**src/rtl/dmem_sram_ctrl_pkg.sv**
```systemverilog
// Shared types for the data-memory SRAM controller: FSM state encoding,
// counter width and the registered SRAM control bundle.
package dmem_sram_ctrl_pkg;

  localparam int DMEM_WAIT_W = 4;

  typedef enum logic [2:0] {
    DMEM_IDLE     = 3'd0,
    DMEM_RD       = 3'd1,
    DMEM_WR_SETUP = 3'd2,
    DMEM_WR_PULSE = 3'd3,
    DMEM_WR_HOLD  = 3'd4,
    DMEM_DONE     = 3'd5
  } dmem_state_e;

  typedef struct packed {
    logic       ce_n;
    logic       oe_n;
    logic       we_n;
    logic [3:0] be_n;
    logic       data_oe;
  } sram_ctl_t;

  localparam sram_ctl_t SRAM_CTL_IDLE = '{ce_n: 1'b1, oe_n: 1'b1, we_n: 1'b1,
                                          be_n: 4'b1111, data_oe: 1'b0};

  // Word access needs addr[1:0]==0; half-word lanes need an even address.
  function automatic logic is_misaligned(input logic [1:0] addr_lo,
                                         input logic [3:0] wbe_n);
    logic bad;
    bad = 1'b0;
    if (wbe_n == 4'b0000 && addr_lo != 2'b00) bad = 1'b1;
    if ((wbe_n == 4'b1100 || wbe_n == 4'b0011) && addr_lo[0]) bad = 1'b1;
    return bad;
  endfunction

endpackage

```
**src/rtl/dmem_sram_ctrl_if.sv**
```systemverilog
// MEM-stage data interface between the pipeline (master) and the SRAM
// controller (slave). dm_misalign exists only with DMEM_MISALIGN_CHK_EN.
interface dmem_sram_ctrl_if;
  logic [31:0] dm_addr;
  logic [3:0]  dm_wbe_n;
  logic [31:0] dm_wdata;
  logic        dm_re;
  logic        dm_we;
  logic [31:0] dm_rdata;
  logic        dm_stall;
`ifdef DMEM_MISALIGN_CHK_EN
  logic        dm_misalign;

  modport master (output dm_addr, dm_wbe_n, dm_wdata, dm_re, dm_we,
                  input  dm_rdata, dm_stall, dm_misalign);
  modport slave  (input  dm_addr, dm_wbe_n, dm_wdata, dm_re, dm_we,
                  output dm_rdata, dm_stall, dm_misalign);
`else
  modport master (output dm_addr, dm_wbe_n, dm_wdata, dm_re, dm_we,
                  input  dm_rdata, dm_stall);
  modport slave  (input  dm_addr, dm_wbe_n, dm_wdata, dm_re, dm_we,
                  output dm_rdata, dm_stall);
`endif
endinterface

```
**src/rtl/dmem_sram_ctrl.sv**
```systemverilog
// Data-memory responder: runs one load/store at a time on an async 32-bit SRAM
// and stalls MEM until done. Optional alignment check: DMEM_MISALIGN_CHK_EN.
module dmem_sram_ctrl
  import dmem_sram_ctrl_pkg::*;
#(
  parameter int ADDR_W      = 20,
  parameter int WAIT_CYCLES = 1
) (
  input  logic              clk,
  input  logic              rst,
  dmem_sram_ctrl_if.slave   dm,
  output logic [ADDR_W-1:0] sram_addr_o,
  output logic [31:0]       sram_wdata_o,
  input  logic [31:0]       sram_rdata_i,
  output logic              sram_data_oe_o,
  output logic              sram_ce_n_o,
  output logic              sram_oe_n_o,
  output logic              sram_we_n_o,
  output logic [3:0]        sram_be_n_o
);

  localparam logic [DMEM_WAIT_W-1:0] WAIT_INIT = DMEM_WAIT_W'(WAIT_CYCLES);

  dmem_state_e             state_q, state_d;
  logic [DMEM_WAIT_W-1:0]  cnt_q, cnt_d;
  logic [ADDR_W-1:0]       addr_q, addr_d;
  logic [3:0]              wbe_n_q, wbe_n_d;
  logic [31:0]             wdata_q, wdata_d;
  logic [31:0]             rdata_q, rdata_d;
  sram_ctl_t               ctl_q, ctl_d;

  logic wr_req, rd_req, bad_align;

  assign wr_req = dm.dm_we & (dm.dm_wbe_n != 4'b1111);
  assign rd_req = dm.dm_re & ~wr_req;

`ifdef DMEM_MISALIGN_CHK_EN
  logic misalign_q, misalign_d;
  assign bad_align      = is_misaligned(dm.dm_addr[1:0], dm.dm_wbe_n);
  assign dm.dm_misalign = misalign_q;
  logic unused_addr;
  assign unused_addr = ^dm.dm_addr[31:ADDR_W+2];
`else
  assign bad_align = 1'b0;
  logic unused_addr;
  assign unused_addr = ^{dm.dm_addr[31:ADDR_W+2], dm.dm_addr[1:0]};
`endif

  assign dm.dm_stall = ((state_q == DMEM_IDLE) & (wr_req | rd_req)) |
                       ((state_q != DMEM_IDLE) & (state_q != DMEM_DONE));

  // NOTE: every variable gets a default before the case so no path leaves it
  // unassigned; otherwise synthesis infers a latch.
  always_comb begin
    state_d = state_q;
    cnt_d   = cnt_q;
    addr_d  = addr_q;
    wbe_n_d = wbe_n_q;
    wdata_d = wdata_q;
    rdata_d = rdata_q;
    ctl_d   = SRAM_CTL_IDLE;
`ifdef DMEM_MISALIGN_CHK_EN
    misalign_d = 1'b0;
`endif

    unique case (state_q)
      DMEM_IDLE: begin
        if (wr_req | rd_req) begin
          if (bad_align) begin
            state_d = DMEM_DONE;
`ifdef DMEM_MISALIGN_CHK_EN
            misalign_d = 1'b1;
`endif
          end else begin
            addr_d  = dm.dm_addr[ADDR_W+1:2];
            wbe_n_d = dm.dm_wbe_n;
            wdata_d = dm.dm_wdata;
            cnt_d   = WAIT_INIT;
            state_d = rd_req ? DMEM_RD : DMEM_WR_SETUP;
          end
        end
      end
      DMEM_RD: begin
        if (cnt_q == '0) begin
          rdata_d = sram_rdata_i;
          state_d = DMEM_DONE;
        end else begin
          cnt_d = cnt_q - 1'b1;
        end
      end
      DMEM_WR_SETUP: begin
        cnt_d   = WAIT_INIT;
        state_d = DMEM_WR_PULSE;
      end
      DMEM_WR_PULSE: begin
        if (cnt_q == '0) state_d = DMEM_WR_HOLD;
        else             cnt_d   = cnt_q - 1'b1;
      end
      DMEM_WR_HOLD: state_d = DMEM_DONE;
      DMEM_DONE:    state_d = DMEM_IDLE;
      default:      state_d = DMEM_IDLE;
    endcase

    // Strobes are decoded from the next state and registered, so the SRAM
    // pins come straight from flops and never glitch.
    unique case (state_d)
      DMEM_RD:
        ctl_d = '{ce_n: 1'b0, oe_n: 1'b0, we_n: 1'b1, be_n: 4'b0000, data_oe: 1'b0};
      DMEM_WR_SETUP, DMEM_WR_HOLD:
        ctl_d = '{ce_n: 1'b0, oe_n: 1'b1, we_n: 1'b1, be_n: wbe_n_d, data_oe: 1'b1};
      DMEM_WR_PULSE:
        ctl_d = '{ce_n: 1'b0, oe_n: 1'b1, we_n: 1'b0, be_n: wbe_n_d, data_oe: 1'b1};
      default:
        ctl_d = SRAM_CTL_IDLE;
    endcase
  end

  // NOTE: state updates use non-blocking assignments so every flop samples
  // pre-edge values regardless of statement order.
  always_ff @(posedge clk) begin
    if (rst) begin
      state_q <= DMEM_IDLE;
      cnt_q   <= '0;
      addr_q  <= '0;
      wbe_n_q <= 4'b1111;
      wdata_q <= '0;
      rdata_q <= '0;
      ctl_q   <= SRAM_CTL_IDLE;
`ifdef DMEM_MISALIGN_CHK_EN
      misalign_q <= 1'b0;
`endif
    end else begin
      state_q <= state_d;
      cnt_q   <= cnt_d;
      addr_q  <= addr_d;
      wbe_n_q <= wbe_n_d;
      wdata_q <= wdata_d;
      rdata_q <= rdata_d;
      ctl_q   <= ctl_d;
`ifdef DMEM_MISALIGN_CHK_EN
      misalign_q <= misalign_d;
`endif
    end
  end

  assign sram_addr_o    = addr_q;
  assign sram_wdata_o   = wdata_q;
  assign sram_data_oe_o = ctl_q.data_oe;
  assign sram_ce_n_o    = ctl_q.ce_n;
  assign sram_oe_n_o    = ctl_q.oe_n;
  assign sram_we_n_o    = ctl_q.we_n;
  assign sram_be_n_o    = ctl_q.be_n;
  assign dm.dm_rdata    = rdata_q;

endmodule

```
**src/flat_wrapper.sv**
```systemverilog
// flat-port wrapper written by rule: the top's interface ports become plain ports
module dmem_sram_ctrl_flat import dmem_sram_ctrl_pkg::*;
#(
  parameter int ADDR_W      = 20,
  parameter int WAIT_CYCLES = 1
)
  (clk, rst, sram_addr_o, sram_wdata_o, sram_rdata_i, sram_data_oe_o, sram_ce_n_o, sram_oe_n_o, sram_we_n_o, sram_be_n_o, dm_dm_addr, dm_dm_wbe_n, dm_dm_wdata, dm_dm_re, dm_dm_we, dm_dm_rdata, dm_dm_stall);
  dmem_sram_ctrl_if dm_i ();
  input  logic clk;
  input  logic rst;
  output logic [ADDR_W-1:0] sram_addr_o;
  output logic [31:0] sram_wdata_o;
  input  logic [31:0] sram_rdata_i;
  output logic sram_data_oe_o;
  output logic sram_ce_n_o;
  output logic sram_oe_n_o;
  output logic sram_we_n_o;
  output logic [3:0] sram_be_n_o;
  input wire logic [$bits(dm_i.dm_addr)-1:0] dm_dm_addr;
  input wire logic [$bits(dm_i.dm_wbe_n)-1:0] dm_dm_wbe_n;
  input wire logic [$bits(dm_i.dm_wdata)-1:0] dm_dm_wdata;
  input wire logic [$bits(dm_i.dm_re)-1:0] dm_dm_re;
  input wire logic [$bits(dm_i.dm_we)-1:0] dm_dm_we;
  output wire logic [$bits(dm_i.dm_rdata)-1:0] dm_dm_rdata;
  output wire logic [$bits(dm_i.dm_stall)-1:0] dm_dm_stall;
  assign dm_i.dm_addr = dm_dm_addr;
  assign dm_i.dm_wbe_n = dm_dm_wbe_n;
  assign dm_i.dm_wdata = dm_dm_wdata;
  assign dm_i.dm_re = dm_dm_re;
  assign dm_i.dm_we = dm_dm_we;
  assign dm_dm_rdata = dm_i.dm_rdata;
  assign dm_dm_stall = dm_i.dm_stall;
  dmem_sram_ctrl #(.ADDR_W(ADDR_W), .WAIT_CYCLES(WAIT_CYCLES)) u_core (.clk(clk), .rst(rst), .dm(dm_i), .sram_addr_o(sram_addr_o), .sram_wdata_o(sram_wdata_o), .sram_rdata_i(sram_rdata_i), .sram_data_oe_o(sram_data_oe_o), .sram_ce_n_o(sram_ce_n_o), .sram_oe_n_o(sram_oe_n_o), .sram_we_n_o(sram_we_n_o), .sram_be_n_o(sram_be_n_o));
endmodule
```
**config.mk**
```make
export PLATFORM = sky130hd
export DESIGN_NAME = dmem_sram_ctrl_flat
export DESIGN_NICKNAME = d
export VERILOG_FILES = /design/src/rtl/dmem_sram_ctrl_pkg.sv /design/src/rtl/dmem_sram_ctrl_if.sv /design/src/rtl/dmem_sram_ctrl.sv /design/src/flat_wrapper.sv
export SDC_FILE = /design/constraint.sdc
export NUM_CORES = 1
export LEC_CHECK = 0
export CORE_UTILIZATION = 42
export DETAILED_ROUTE_END_ITERATION = 8
export GPL_TIMING_DRIVEN = 0
export PLACE_DENSITY = 0.93
export REMOVE_ABC_BUFFERS = 1
export SYNTH_ARGS = -nofsm -noshare
export SYNTH_HDL_FRONTEND = slang
export SYNTH_SLANG_ARGS = --single-unit
```
**constraint.sdc**
```tcl
create_clock -name clk -period 2.45 [get_ports clk]
set_clock_uncertainty 0.05 [all_clocks]
set_input_delay 0.49 -clock clk [delete_from_list [all_inputs] [get_ports clk]]
set_output_delay 0.49 -clock clk [all_outputs]
set_load 0.03 [all_outputs]
```
==> results.py, run 1 <==
metrics = {
    "setup_path": {
        "ff2ff_path_depth": 4,
        "worst-path-max-fanout": 5,
        "start_kind": "input port",
        "critPathKind": "in -> out",
        "cp.required_ns": 1.91,
        "critPathTopFamily": "buffers and inverters",
        "cp-end-kind": "output port",
        "crit_arrival_ns": 1.84,
        "r2r_setup_slack_ns": 0.18,
        "slowest_stage": "clkdlybuf4s50_1",
        "critPathMaxStageDelay_ns": 0.53,
        "timing.rr.start": "u_core.state_q[0]$_SDFF_PP0_",
        "cp_cell_sequence": "clkdlybuf4s50_1, a2111oi_4, a21oi_1, or2_1, buf_4",
        "rr_endpoint": "u_core.dm.dm_rdata[1]$_SDFFE_PP0P_",
        "cp.buffers_inverters": 2,
        "setup.worst_path.start": "dm_dm_we",
    },
    "worst_hold_path": {
        "hold_class": "reg -> reg",
        "whs_endpoint": "u_core.dm.dm_rdata[4]$_SDFFE_PP0P_",
        "min_path_cells": 2,
        "worstHoldStart": "u_core.dm.dm_rdata[4]$_SDFFE_PP0P_",
    },
    "routing": {
        "drc": 0,
        "first_pass_iters": 4,
        "final_antenna_net_count": 0,
        "via_per_inst": 5.014,
        "wirelength_um": 9992,
        "wire_per_inst_um": 13.65,
        "num_vias": 3670,
        "drt_iter0_drc": 105,
    },
    "clocking": {
        "insertion_delay_ns": 0.34,
        "clock_sinks": 103,
        "clk_pin_slew_ns": 0.08,
        "h-tree-depth": 3,
        "cts_tree": "yes",
        "clock_path_buffers": 2,
        "root_buffer": "clkbuf_8",
        "cts_buffers": 9,
    },
    "power_and_ir_drop": {
        "p_sw_mw": 1.858,
        "finalPower_mw": 5.103,
        "seqPwrFrac_pct": 41.5,
        "p_sw_share_pct": 36.41,
        "ir_drop_v": 0.0005009,
        "power_frac_clock_pct": 20.9,
        "p_leak_nw": 2.114,
        "power_density_nw_per_um2": 874.7,
        "intPower_mw": 3.245,
        "power_frac_comb_pct": 37.6,
    },
    "layout": {
        "design_area_sq_um": 5834,
        "fin_nets": 724,
        "area_growth_pct": 56.37,
        "fillerInstances": 672,
        "fin_util_pct": 67.23,
        "drive_gt1_share_pct": 5.288,
        "antennaDiodeCount": 0,
    },
    "floorplanning": {
        "die_y_um": 96.25,
        "die_w_um": 96.25,
        "dieArea_sq_um": 9264,
        "start_util_pct": 42.99,
        "io_pins": 197,
        "core_region_area_sq_um": 8678,
        "row_count": 34,
    },
    "yosys": {
        "yosysWarnings": 0,
        "synth_edf_count": 0,
        "synthArstFlopShare_pct": 0,
        "seq_area_frac_synth_pct": 55.26,
        "synth_top_area_cell": "dfxtp_1",
        "postSynthCellCount": 454,
        "synth_top_cell_area_share_pct": 55.26,
        "synth.distinct_cells": 35,
        "synthFlopType": "dfxtp_1",
        "netlist_area_sq_um": 3731,
        "syn_avg_cell_area_sq_um": 8.218,
        "yosys-top-cells-area": "dfxtp_1 (55%), nand2_1 (18%), a21oi_1 (12%), buf_2 (1.9%), clkbuf_1 (1.3%)",
        "ys_ff_latch": 103,
    },
    "placement": {
        "dpl_cell_area_sq_um": 5608,
        "dpl.hpwl_um": 7032,
        "gp_congestion": 0.7710,
        "portBuffers": 184,
    },
    "sta": {
        "setup_viol": 0,
        "slew_violations": 0,
        "relSlewSlack_pct": 35.08,
        "rsz0062_at_grt": "false",
        "worstMarginPinSlew_ns": 0.9738,
        "max_freq_mhz": 420.9,
        "period_share_pct": 96.98,
        "setup-tns-final_ns": 0,
        "hold_ws_ns": 0.4067,
        "period_needed_ns": 2.376,
        "final_hold_viol_count": 0,
    },
    "global_route": {
        "antenna_found_initial": 0,
        "grt.total_usage_pct": 21.12,
        "first_global_vias": 3393,
        "grt-ovfl-total": 0,
        "grt_max_degree": 98,
        "grt_pass1_wl_um": 15240,
    },
    "flow_run": {
        "cap_violations": 0,
    },
    "run_status": {
        "status": "complete, no violations",
    },
}
-- Yosys cell counts, types with 2 or more instances --
cell type and count:
nand2_1 177, dfxtp_1 103, a21oi_1 90, buf_2 14
clkbuf_1 13, nor2_1 7, buf_4 6, a31oi_1 5
nand3b_1 5, inv_1 3, nor3_2 3, a21o_1 2
a311oi_1 2, nand2b_1 2, nor4b_2 2
-- registers in the layout, indices dropped and copies added (netlist names) --
register	count
u_core.state_q	3
u_core.sram_data_oe_o	1
u_core.sram_oe_n_o	1
u_core.sram_ce_n_o	1
u_core.dm.dm_rdata	32
u_core.sram_be_n_o	4
u_core.cnt_q	4
u_core.sram_wdata_o	32
u_core.sram_addr_o	20
u_core.wbe_n_q	4
u_core.sram_we_n_o	1
-- power groups by stage --
stage          clock [mW]  combinational [mW]  sequential (mW)
2_1_floorplan           0               0.607             2.58
3_3_place_gp            0                1.83             2.13
3_5_place_dp            0                1.92             2.15
4_1_cts              1.09                1.93             2.12
5_1_grt              1.16                2.07             2.16
6_report             1.07                1.92             2.12
-- cells by family after synthesis --
| family | Yosys count | synth area share [%] |
|---|---|---|
| fa+ha+maj | 1 | 0.3353 |
| buf+inv | 37 | 4.795 |
| simple gates | 205 | 23.71 |
| flops | 103 | 55.26 |
| compound gates | 108 | 15.90 |
-- what timing repair did --
action	4_1_cts	5_1_grt
setup endpoints to repair	11	22
setup buffers	1	0
pin swaps	1	0
hold buffers	0	0
gates resized for setup	14	1
-- layout make-up --
class,instances,area [sq um],share of cell area [%]
Tap cell,108,135.1,2.316
Clock inverter,4,55.05,0.9436
Inverter,4,15.01,0.2573
Clock buffer,12,145.1,2.488
Multi-Input combinational cell,314,1535,26.31
Timing Repair Buffer,187,1887,32.34
Sequential cell,103,2062,35.34
-- cell usage in the layout (no fill, tap or decap), drive strengths merged --
cell type,netlist,layout
ha,1,1
buf,20,5
a21oi,90,90
nand4,1,1
nand4bb,1,1
dfxtp,103,103
a22o,1,1
nor3,4,4
nor2,7,7
a311oi,2,2
nand3b,5,5
a2111oi,2,2
clkbuf,13,12
dlygate4sd2,0,4
nor4b,2,2
o21ai,1,1
clkinvlp,0,1
a31oi,5,5
and2,1,1
o211ai,1,1
inv,4,4
and4bb,1,1
or3,1,1
bufinv,0,1
o31ai,1,1
nand2,177,177
a21o,2,2
or4,1,1
a21boi,1,1
clkdlybuf4s50,0,178
a211oi,1,1
nand2b,2,2
nand3,1,1
or2,1,1
a2111o,1,1
clkinv,0,2
-- per-layer routing --
metal | wire length, um | share of wire (%) | global-route usage [%] | up-vias
met3 | 924 | 9.2 | 7.741 | 15
li1 | - | - | - | 1813
met5 | 0 | 0 | 0 | -
met2 | 4997 | 50 | 37.88 | 144
met4 | 147 | 1.5 | 7.836 | 0
met1 | 3923 | 39 | 22.49 | 1698
-- metrics by stage --
stage / cells / setup WS (ns)
2_1_floorplan: 421 / -0.8043
3_3_place_gp: 713 / -2.454
3_5_place_dp: 715 / -0.7409
4_1_cts: 732 / 0.07869
5_1_grt: 732 / 0.01033
6_report: 732 / 0.07406
-- worst max path at each step --
stage / to / slack (ns) / depth (start not counted)
3_3_place_gp: u_core.sram_be_n_o[3]$_SDFF_PP1_ / -2.45 / 5
6_report: dm_dm_stall / 0.07 / 5
2_1_floorplan: u_core.sram_be_n_o[3]$_SDFF_PP1_ / -0.80 / 4
3_5_place_dp: dm_dm_stall / -0.74 / 6
4_1_cts: dm_dm_stall / 0.08 / 5
5_1_grt: dm_dm_stall / 0.01 / 5
-- worst register-to-register path, delay by kind of cell (launching register included) --
family             cells  cell delay (ns)
and+or+nand+nor        3             1.30
DFF                    1             0.67
AOI/OAI and AO/OA      1             0.08
Power figures use the tool's default switching activity.
==> run 2: changes to the inputs <==
Settings changed: CORE_ASPECT_RATIO set to 0.9, SLEW_MARGIN set to 20.
==> results.py, run 2 (same netlist as run 1, synthesis figures left out) <==
metrics = {
    "sta": {
        "setup_viol": 0,
        "setup_slack_ns": 0.1358,
        "slew_violations": 0,
        "period_share_pct": 94.46,
        "relSlewSlack_pct": 48.84,
        "hold_ws_ns": 0.4083,
        "setup-tns-final_ns": 0,
        "period_needed_ns": 2.314,
        "worstMarginPinSlew_ns": 0.7657,
        "rsz0062_at_grt": "false",
        "final_hold_viol_count": 0,
        "max_freq_mhz": 432.1,
    },
    "setup_path": {
        "cp.required_ns": 1.91,
        "crit_arrival_ns": 1.77,
        "cp-end-kind": "output port",
        "start_kind": "input port",
        "setup.worst_path.start": "dm_dm_we",
        "rr_endpoint": "u_core.sram_addr_o[19]$_SDFFE_PP0P_",
        "crit_path_end": "dm_dm_stall",
        "timing.rr.start": "u_core.state_q[2]$_SDFF_PP0_",
        "worst-path-max-fanout": 5,
        "critPathKind": "in -> out",
        "r2r_setup_slack_ns": 0.23,
        "ff2ff_path_depth": 5,
    },
    "routing": {
        "wirelength_um": 10310,
        "drc": 0,
        "first_pass_iters": 4,
        "final_antenna_net_count": 0,
        "num_vias": 3715,
        "via_per_inst": 4.987,
        "drt_iter0_drc": 104,
        "wire_per_inst_um": 13.84,
    },
    "clocking": {
        "insertion_delay_ns": 0.34,
        "clock_sinks": 103,
        "cts_hold_buf": 0,
        "root_buffer": "clkbuf_8",
        "clk_pin_slew_ns": 0.09,
        "h-tree-depth": 3,
        "cts_tree": "yes",
        "cts_buffers": 9,
        "clock_path_buffers": 2,
    },
    "layout": {
        "fin_util_pct": 68.28,
        "fin_nets": 726,
        "fillerInstances": 695,
        "fin_cells": 745,
        "antennaDiodeCount": 0,
        "layout_common_cells": "clkdlybuf4s50_1 (178), nand2_1 (177), dfxtp_1 (103), a21oi_1 (89), clkbuf_8 (10)",
        "drive_gt1_share_pct": 5.591,
        "area_growth_pct": 57.55,
        "design_area_sq_um": 5878,
        "final_common_cell": "clkdlybuf4s50_1",
    },
    "floorplanning": {
        "dieArea_sq_um": 9265,
        "io_pins": 197,
        "core_region_area_sq_um": 8608,
        "start_util_pct": 43.34,
        "die_w_um": 101.4,
        "row_count": 32,
        "die_y_um": 91.42,
    },
    "global_route": {
        "antenna_found_initial": 0,
        "grt_pass1_wl_um": 16120,
        "first_global_vias": 3566,
        "grt.total_usage_pct": 22.01,
        "grt-ovfl-total": 0,
        "grt_max_degree": 53,
    },
    "power_and_ir_drop": {
        "power_density_nw_per_um2": 873.8,
        "finalPower_mw": 5.136,
        "p_leak_nw": 2.134,
        "ir_drop_v": 0.0005796,
    },
    "placement": {
        "gp_congestion": 0.7846,
        "dpl_cell_area_sq_um": 5664,
        "place_ws_ns": -0.6221,
        "dp.cells": 728,
        "dpl.hpwl_um": 7628,
        "portBuffers": 184,
    },
    "worst_hold_path": {
        "hold_class": "reg -> reg",
    },
    "run_status": {
        "status": "complete, no violations",
    },
    "flow_run": {
        "cap_violations": 0,
    },
}
-- run 2: worst max-delay path, cell delays in order --
cell and delay [ns]:
clkdlybuf4s50_1 0.50, a2111oi_2 0.33, a21oi_1 0.06, or2_1 0.23, buf_4 0.17
-- run 2: cell type report --
type,instances,area [sq um],share of cell area [%]
Timing Repair Buffer,189,1929,32.82
Multi-Input combinational cell,314,1523,25.90
Clock buffer,12,145.1,2.469
Inverter,4,15.01,0.2554
Tap cell,119,148.9,2.533
Clock inverter,4,55.05,0.9366
Sequential cell,103,2062,35.08
-- run 2: power breakdown --
group / internal [mW] / switching [mW] / total [mW]
Sequential: 1.95 / 0.174 / 2.12
Combinational: 0.823 / 1.14 / 1.96
Clock: 0.506 / 0.550 / 1.06
Total: 3.27 / 1.86 / 5.14
-- run 2: timing repair --
| action | in CTS | in global routing |
|---|---|---|
| endpoints found under the setup margin | 1 | 14 |
| resized for setup | 12 | 2 |
| setup buffers | 1 | 0 |
| pin swaps | 1 | 0 |
| cloned | 0 | 0 |
-- run 2: how the worst min path moves through the flow --
stage	start	end	slack [ns]	cells past startpoint
after floorplan	u_core.wbe_n_q[0]$_SDFF_PP1_	u_core.wbe_n_q[0]$_SDFF_PP1_	0.38	2
after global routing	u_core.sram_addr_o[2]$_SDFFE_PP0P_	u_core.sram_addr_o[2]$_SDFFE_PP0P_	0.43	2
after CTS	u_core.sram_addr_o[8]$_SDFFE_PP0P_	u_core.sram_addr_o[8]$_SDFFE_PP0P_	0.41	2
final	u_core.sram_addr_o[2]$_SDFFE_PP0P_	u_core.sram_addr_o[2]$_SDFFE_PP0P_	0.41	2
after detailed placement	u_core.sram_wdata_o[11]$_SDFFE_PP0P_	u_core.sram_wdata_o[11]$_SDFFE_PP0P_	0.40	2
after global placement	u_core.sram_wdata_o[7]$_SDFFE_PP0P_	u_core.sram_wdata_o[7]$_SDFFE_PP0P_	0.39	2
-- run 2: layer usage --
layer	global-route usage, %	vias up	wire [um]
met1	23.05	1739	3902
met5	0	-	0
met2	40.08	135	5436
met4	7.850	0	162
li1	-	1823	-
met3	7.698	18	807
